File: config.mk
export PLATFORM = sky130hd
export DESIGN_NAME = ins_loader_flat
export DESIGN_NICKNAME = d
export VERILOG_FILES = /design/src/rtl/ins_loader_if.sv /design/src/rtl/ins_loader.sv /design/src/flat_wrapper.sv
export SDC_FILE = /design/constraint.sdc
export NUM_CORES = 1
export LEC_CHECK = 0
export CORE_ASPECT_RATIO = 0.7
export CORE_MARGIN = 1.5
export CORE_UTILIZATION = 52
export CTS_BUF_LIST = sky130_fd_sc_hd__clkbuf_8
export DETAILED_ROUTE_END_ITERATION = 10
export PLACE_DENSITY = 0.95
export REMOVE_ABC_BUFFERS = 1
export SETUP_SLACK_MARGIN = 0.1
export SYNTH_ARGS = -nofsm -noshare
export SYNTH_HDL_FRONTEND = slang
export SYNTH_SLANG_ARGS = --single-unit
File: constraint.sdc
create_clock -name CLK -period 2.4 [get_ports CLK]
set_input_delay 0.48 -clock CLK [delete_from_list [all_inputs] [get_ports CLK]]
set_output_delay 0.48 -clock CLK [all_outputs]
set_load 0.005 [all_outputs]
File: src/rtl/ins_loader_if.sv
// Bus between the manual instruction loader and its surroundings: switch/button
// inputs on one side, the instruction-memory write port and status on the other.
interface ins_loader_if #(
    parameter int ADDR_W = 8
);
    logic              LOAD_EN;
    logic [7:0]        BIN;
    logic              BSTB;
    logic              BUNDO;
    logic              W_ACK;
    logic              WE;
    logic [31:0]       W_Ins;
    logic [ADDR_W-1:0] W_Addr;
    logic [1:0]        BCNT;
    logic              BUSY;
    logic              OVF;

    modport master (
        output LOAD_EN, BIN, BSTB, BUNDO, W_ACK,
        input  WE, W_Ins, W_Addr, BCNT, BUSY, OVF
    );

    modport slave (
        input  LOAD_EN, BIN, BSTB, BUNDO, W_ACK,
        output WE, W_Ins, W_Addr, BCNT, BUSY, OVF
    );
endinterface

File: src/rtl/ins_loader.sv
// Manual instruction loader: builds 32-bit words MSB-first from four switch bytes
// and writes each one to instruction memory via a WE/ACK handshake.
module ins_loader #(
    parameter int ADDR_W = 8
) (
    input  logic         CLK,
    input  logic         RST,
    ins_loader_if.slave  bus
);
    typedef enum logic [1:0] {IDLE, COLLECT, WRITE} state_t;

    state_t            state_q, state_d;
    logic              we_q, we_d;
    logic              busy_q, busy_d;
    logic              ovf_q, ovf_d;
    logic [1:0]        bcnt_q, bcnt_d;
    logic [31:0]       ins_q, ins_d;
    logic [ADDR_W-1:0] addr_q, addr_d;

    // NOTE: sequential state uses non-blocking assignments only, so every register
    // samples the pre-edge value of every other register regardless of block order.
    always_ff @(posedge CLK) begin
        if (!RST) begin
            state_q <= IDLE;
            we_q    <= 1'b0;
            busy_q  <= 1'b0;
            ovf_q   <= 1'b0;
            bcnt_q  <= 2'd0;
            ins_q   <= 32'd0;
            addr_q  <= '0;
        end else begin
            state_q <= state_d;
            we_q    <= we_d;
            busy_q  <= busy_d;
            ovf_q   <= ovf_d;
            bcnt_q  <= bcnt_d;
            ins_q   <= ins_d;
            addr_q  <= addr_d;
        end
    end

    always_comb begin
        // NOTE: every variable gets a hold default first, so no path can leave one
        // unassigned and infer a latch.
        state_d = state_q;
        we_d    = we_q;
        ovf_d   = ovf_q;
        bcnt_d  = bcnt_q;
        ins_d   = ins_q;
        addr_d  = addr_q;

        unique case (state_q)
            IDLE: begin
                if (bus.BUNDO)     ovf_d = 1'b0;
                else if (bus.BSTB) ovf_d = 1'b1;
                if (bus.LOAD_EN) state_d = COLLECT;
            end

            COLLECT: begin
                if (!bus.LOAD_EN) begin
                    state_d = IDLE;
                    bcnt_d  = 2'd0;
                    if (bus.BUNDO) ovf_d = 1'b0;
                end else if (bus.BUNDO) begin
                    // Undo beats a simultaneous strobe; stale bytes are simply overwritten later.
                    bcnt_d = 2'd0;
                    ovf_d  = 1'b0;
                end else if (bus.BSTB) begin
                    unique case (bcnt_q)
                        2'd0: ins_d[31:24] = bus.BIN;
                        2'd1: ins_d[23:16] = bus.BIN;
                        2'd2: ins_d[15:8]  = bus.BIN;
                        2'd3: ins_d[7:0]   = bus.BIN;
                        default: ;
                    endcase
                    bcnt_d = bcnt_q + 2'd1;
                    if (bcnt_q == 2'd3) begin
                        state_d = WRITE;
                        we_d    = 1'b1;
                    end
                end
            end

            WRITE: begin
                if (bus.BUNDO)     ovf_d = 1'b0;
                else if (bus.BSTB) ovf_d = 1'b1;
                // The handshake always completes, even if loader mode was switched off.
                if (bus.W_ACK) begin
                    we_d    = 1'b0;
                    addr_d  = addr_q + ADDR_W'(1);
                    state_d = bus.LOAD_EN ? COLLECT : IDLE;
                end
            end

            default: state_d = IDLE;
        endcase

        busy_d = (state_d == WRITE);
    end

    assign bus.WE     = we_q;
    assign bus.BUSY   = busy_q;
    assign bus.OVF    = ovf_q;
    assign bus.BCNT   = bcnt_q;
    assign bus.W_Ins  = ins_q;
    assign bus.W_Addr = addr_q;
endmodule

File: src/flat_wrapper.sv
// flat-port wrapper written by rule: the top's interface ports become plain ports
module ins_loader_flat 
#(
    parameter int ADDR_W = 8
)
  (CLK, RST, bus_LOAD_EN, bus_BIN, bus_BSTB, bus_BUNDO, bus_W_ACK, bus_WE, bus_W_Ins, bus_W_Addr, bus_BCNT, bus_BUSY, bus_OVF);
  ins_loader_if #(.ADDR_W(ADDR_W)) bus_i ();
  input  logic CLK;
  input  logic RST;
  input wire logic [$bits(bus_i.LOAD_EN)-1:0] bus_LOAD_EN;
  input wire logic [$bits(bus_i.BIN)-1:0] bus_BIN;
  input wire logic [$bits(bus_i.BSTB)-1:0] bus_BSTB;
  input wire logic [$bits(bus_i.BUNDO)-1:0] bus_BUNDO;
  input wire logic [$bits(bus_i.W_ACK)-1:0] bus_W_ACK;
  output wire logic [$bits(bus_i.WE)-1:0] bus_WE;
  output wire logic [$bits(bus_i.W_Ins)-1:0] bus_W_Ins;
  output wire logic [$bits(bus_i.W_Addr)-1:0] bus_W_Addr;
  output wire logic [$bits(bus_i.BCNT)-1:0] bus_BCNT;
  output wire logic [$bits(bus_i.BUSY)-1:0] bus_BUSY;
  output wire logic [$bits(bus_i.OVF)-1:0] bus_OVF;
  assign bus_i.LOAD_EN = bus_LOAD_EN;
  assign bus_i.BIN = bus_BIN;
  assign bus_i.BSTB = bus_BSTB;
  assign bus_i.BUNDO = bus_BUNDO;
  assign bus_i.W_ACK = bus_W_ACK;
  assign bus_WE = bus_i.WE;
  assign bus_W_Ins = bus_i.W_Ins;
  assign bus_W_Addr = bus_i.W_Addr;
  assign bus_BCNT = bus_i.BCNT;
  assign bus_BUSY = bus_i.BUSY;
  assign bus_OVF = bus_i.OVF;
  ins_loader #(.ADDR_W(ADDR_W)) u_core (.CLK(CLK), .RST(RST), .bus(bus_i));
endmodule
# --- Word level (Yosys, flattened, before mapping) ---
# Index checks and enable logic that the tools add are counted.
word_totals:
  word_cells: 61
  out_inout_bits: 45
  in_bits: 14
  ff_bits: 47
op_classes:
  addsub: 2
  bitwise: 1
  n_eq_ne: 14
  reduce_logical: 13
  muxes: 21
op_table:
  columns: ["cell", "count"]
  rows:
  - ["5-bit AND reduction", 4]
  - ["2-bit 2-to-1 mux", 9]
  - ["2-bit inequality test, second input constant", 5]
  - ["1-bit 2-to-1 mux", 9]
  - ["8-bit by 1-bit adder with 8-bit output, second input constant", 1]
  - ["2-bit == test, second input constant", 4]
  - ["3-bit by 1-bit inequality test with 1-bit output, second input constant", 2]
  - ["2-bit one-hot mux with 3 select lines", 1]
  - ["6-bit AND reduction", 1]
  - ["2-bit by 1-bit == test with 1-bit output, second input constant", 2]
  - ["2-bit logical NOT", 2]
  - ["1-bit one-hot mux with 2 select lines", 2]
  - ["2-bit AND reduction", 2]
  - ["2-bit nonzero test", 2]
  - ["3-bit AND reduction", 1]
  - ["2-bit by 1-bit adder with 2-bit output, second input constant", 1]
  - ["2-bit by 1-bit inequality test with 1-bit output, second input constant", 1]
  - ["2-bit OR reduction", 1]
  - ["1-bit NOT", 1]

# --- Longest topological paths before layout ---
depth:
  depth_word: 7
  ltp_mapped: 6

# --- Least setup slack after synthesis ---
# Ideal clock, no wire load.
synth_timing:
  kind: "input -> register"
  startpoint: "in bus_BUNDO"
  endpoint: "reg u_core.busy_q (netlist: u_core.bus.BUSY)"
  arrival_time_ps: 1208
  path_slack_ps: 1077
  setup_ps: 116
  path_stages: 5
  cell_sequence: "clkbuf_1 -> nand2b_1 -> buf_2 -> o22ai_1 -> and3_1"
synth_via:
  elab_chain_cells: 4
synth_rtl:
  columns: ["item", "line_no", "rtl"]
  rows:
  - ["start, declared", "flat_wrapper.sv:13", "input wire logic [$bits(bus_i.BUNDO)-1:0] bus_BUNDO;"]
  - ["2-bit 2-to-1 mux", "ins_loader.sv:64", "end else if (bus.BUNDO) begin"]
  - ["2-bit 2-to-1 mux", "ins_loader.sv:60", "if (!bus.LOAD_EN) begin"]
  - ["2-bit one-hot mux with 3 select lines", "ins_loader.sv:52", "unique case (state_q)"]
  - ["2-bit == test", "ins_loader.sv:98", "busy_d = (state_d == WRITE);"]
  - ["end signal, assigned", "ins_loader.sv:34", "busy_q <= busy_d;"]
  - ["end, declared", "ins_loader.sv:14", "logic busy_q, busy_d;"]
# No other way between the ends.
# A chain may end at the register's enable or synchronous reset.

# --- Worst setup path after layout ---
layout_timing:
  startpoint: "in bus_BSTB"
  endpoint: "reg u_core.ins_q[14] (netlist: u_core.bus.W_Ins[14])"
layout_via:
  elab_chain_cells: 1
layout_rtl:
  columns: ["item", "line_no", "rtl"]
  rows:
  - ["start, declared", "flat_wrapper.sv:12", "input wire logic [$bits(bus_i.BSTB)-1:0] bus_BSTB;"]
  - ["5-bit AND reduction (no source line)", null, null]
  - ["end signal, assigned", "ins_loader.sv:37", "ins_q <= ins_d;"]
  - ["end, declared", "ins_loader.sv:17", "logic [31:0] ins_q, ins_d;"]
# No other way between the ends.

==> impl_metrics.toml <==
[run_status]
outcome = "complete, no violations"

[power]
comb_power_share_pct = 5.8
sw_frac_of_total_pct = 20.9
peakVddDrop_mv = 0.438
p_leak_nw = 0.937
pwr-share-seq_pct = 53.8
powerDensity_nw_per_um2 = 541
internal-power_mw = 1.16
clkPwrFrac_pct = 40.5
netSwitchingPower_mw = 0.306

[critical_path]
cp.required_ns = 2.63
cp_slowest_cell = "clkdlybuf4s50_1"
crit_path_end_kind = "flip-flop"
start_kind = "input pin"
crit_chain = "clkdlybuf4s50_1 > nand4b_1 > nor3b_1 > buf_4 > mux2i_1"
path_class = "input pin to flip-flop"
ff2ff_setup_slack_ns = 0.83
timing.rr.start = "u_core.state_q[0]"
r2r-end = "u_core.bus.W_Ins[14]"
worst-path-buf-inv = 2
reg2reg_depth = 4
slowest_delay_ns = 0.57
path_depth = 5
cpLargestDelayFamily = "buffers and inverters"
crit_fanout = 8
cp.arrival_ns = 2.04

[cells_and_area]
antenna_cells = 0
fill_cells = 243
syn_to_final_growth_pct = 34.0
nNetsFinal = 294
stdcell_count = 326
final_area_sq_um = 2710
drive_gt1_share_pct = 6.16

[yosys]
synth_area_sq_um = 2020
syn_inst = 223
synthMostInstantiatedCell = "dfxtp_1"
syn_avg_cell_area_sq_um = 9.05
yosys-top-cells-area = "dfxtp_1 47%, mux2i_1 8.9%, a21oi_1 5.7%, nand2_1 5.6%, o21ai_0 5.0%"
synth_cell_type_count = 33
synth_top_area_cell = "dfxtp_1"
yosys_warnings = 0
synth-async-reset-ratio_pct = 0
synth_seq_cells = 47
synth_top_area_share_pct = 46.6
synth_ff_type = "dfxtp_1"
synth_edf_count = 0
ys_top_cells_by_count = "47 x dfxtp_1, 30 x nand2_1, 23 x a21oi_1, 20 x o21ai_0, 19 x nand3_1"
yosysSeqAreaShare_pct = 46.6

[floorplan]
top_level_ports = 59
core_sq_um = 3630
initial_core_util_pct = 55.7
die_area_sq_um = 4270
die_h_um = 55.1
fp-row-count = 18
dieWidth_um = 77.5

[routing]
routed_wl_um = 5180
vias = 1868
drt_iter0_markers = 137
drt_first_pass_iters = 5
drc = 0
route.antenna.remaining_nets = 0
routed_via_density = 5.73
wl_per_cell_um = 15.9

[place]
gp_congestion = 0.824
dp_hpwl_um = 3520
placedCellCount = 318
port_buffers = 58
placed_area_sq_um = 2590

[cts]
cts-resized-gates = 0
cts_root_buf = "clkbuf_8"
h-tree-depth = 2
path_clk_slew_ns = 0.08
clockBufferDepth = 2
holdBufCountCts = 0
cts_made_buffers = 5
cts_tree = "done"
clkLatencyLatePin_ns = 0.30
postCtsSetupRepairBufs = 0
cts_sinks = 47

[timing]
tightest_slew_ns = 0.744
fin_setup_tns_ns = 0
fin_crit_ns = 1.81
whs_ns = 0.465
slew_viol_final = 0
fin_skew_ns = 0.00730
hold_viol = 0
final.period_utilization_pct = 75.3
fmax_mhz = 553
max_slew_margin_pct = 50.3
final-setup-viol-count = 0
rsz0062_at_grt = "false"

[grt]
grt_use_total_pct = 25.8
grt_pass1_wl_um = 8310
grt_pass1_vias = 1731
grt_max_degree = 33
grt_antenna_before_repair = 0
grt_overflow = 0

[worst_hold_path]
min_to = "u_core.bus.W_Ins[15]"
hold_path.startpoint = "u_core.bus.W_Ins[15]"
hold_class = "flip-flop to flip-flop"
holdPathStages = 2

[flow_run]
cap_violations = 0
-- routing by layer --
layer | vias to the layer above | global-route usage (%) | part of all wire [%]
met5 | - | 0 | 0
met4 | 0 | 13.0 | 1.4
met3 | 9 | 6.23 | 8.2
met2 | 102 | 40.9 | 45
met1 | 876 | 33.7 | 46
li1 | 881 | - | -
-- area by class of cell --
cell class                 count  area, sq um  share of cell area [%]
multi-input combinational    153          947                    35.0
sequential                    47          941                    34.8
timing repair buffer          63          618                    22.8
clock buffer                   6         82.6                    3.05
tap                           50         62.6                    2.31
clock inverter                 2         35.0                    1.30
inverter                       5         18.8                   0.694
-- tightest hold or removal path: cells and delay by family, from the launching register on --
kind             cells  cell delay (ns)
flip-flops           1             0.32
multiplexers         1             0.06
AND/OR/NAND/NOR      1             0.05
-- sequential cells by signal, indices dropped and copies added (netlist names) --
register           cells
u_core.bus.BCNT        2
u_core.state_q         2
u_core.bus.BUSY        1
u_core.bus.W_Ins      32
u_core.bus.WE          1
u_core.bus.OVF         1
u_core.bus.W_Addr      8
-- cells by family after synthesis --
group                      count (synthesis)  share of synthesized area, %
and+or+nand+nor                           78                          20.7
AOI/OAI and AO/OA                         50                          13.3
DFF                                       47                          46.6
buffers and inverters                     23                          6.45
muxes                                     18                          8.93
adders and majority gates                  5                          3.10
xor gates and xnor gates                   2                         0.868
-- how the worst max path moves through the flow --
| stage | from | endpoint | slack [ns] |
|---|---|---|---|
| final | bus_BSTB | u_core.bus.W_Ins[14] | 0.59 |
| after global routing | bus_BSTB | u_core.bus.W_Ins[9] | 0.51 |
| after CTS | bus_BSTB | u_core.bus.W_Ins[14] | 0.59 |
| after detailed placement | bus_BSTB | u_core.bus.W_Ins[31] | 0.30 |
| after global placement | bus_BSTB | u_core.bus.W_Ins[26] | 0.40 |
| after floorplan | bus_BSTB | u_core.bus.W_Ins[10] | 0.33 |
-- layout by cell type, fill, tap and decap left out, types with 2 or more instances in the layout --
master / Yosys / layout
a21oi_1: 23 / 23
and3_1: 2 / 2
and4b_2: 2 / 2
buf_4: 2 / 5
clkbuf_8: 1 / 6
clkdlybuf4s50_1: 0 / 58
dfxtp_1: 47 / 47
ha_1: 5 / 5
inv_1: 5 / 5
mux2i_1: 18 / 18
nand2_1: 30 / 30
nand2b_1: 4 / 4
nand3_1: 19 / 19
nand4b_1: 3 / 3
nor2_1: 5 / 5
nor2b_1: 2 / 2
nor3b_1: 3 / 3
o21ai_0: 20 / 20
o31ai_1: 2 / 2
or3_1: 2 / 2
or4_1: 2 / 2
xor2_1: 2 / 2
-- through the flow --
stage | total power [mW] | setup slack, ns | util, %
after floorplan | 0.832 | 0.328 | -
after global placement | 0.886 | 0.400 | 71.4
after detailed placement | 0.887 | 0.296 | 71.4
after CTS | 1.47 | 0.592 | 74.6
after global routing | 1.51 | 0.506 | 74.6
final | 1.46 | 0.592 | 74.6
-- power groups by stage --
stage / Combinational, mW / Clock [mW] / Sequential [mW]
after global placement: 0.0807 / 0 / 0.805
final: 0.0843 / 0.592 / 0.787
after detailed placement: 0.0822 / 0 / 0.805
after global routing: 0.0890 / 0.631 / 0.788
after floorplan: 0.0268 / 0 / 0.805
after CTS: 0.0831 / 0.601 / 0.787
(Power assumes the default switching activity.)
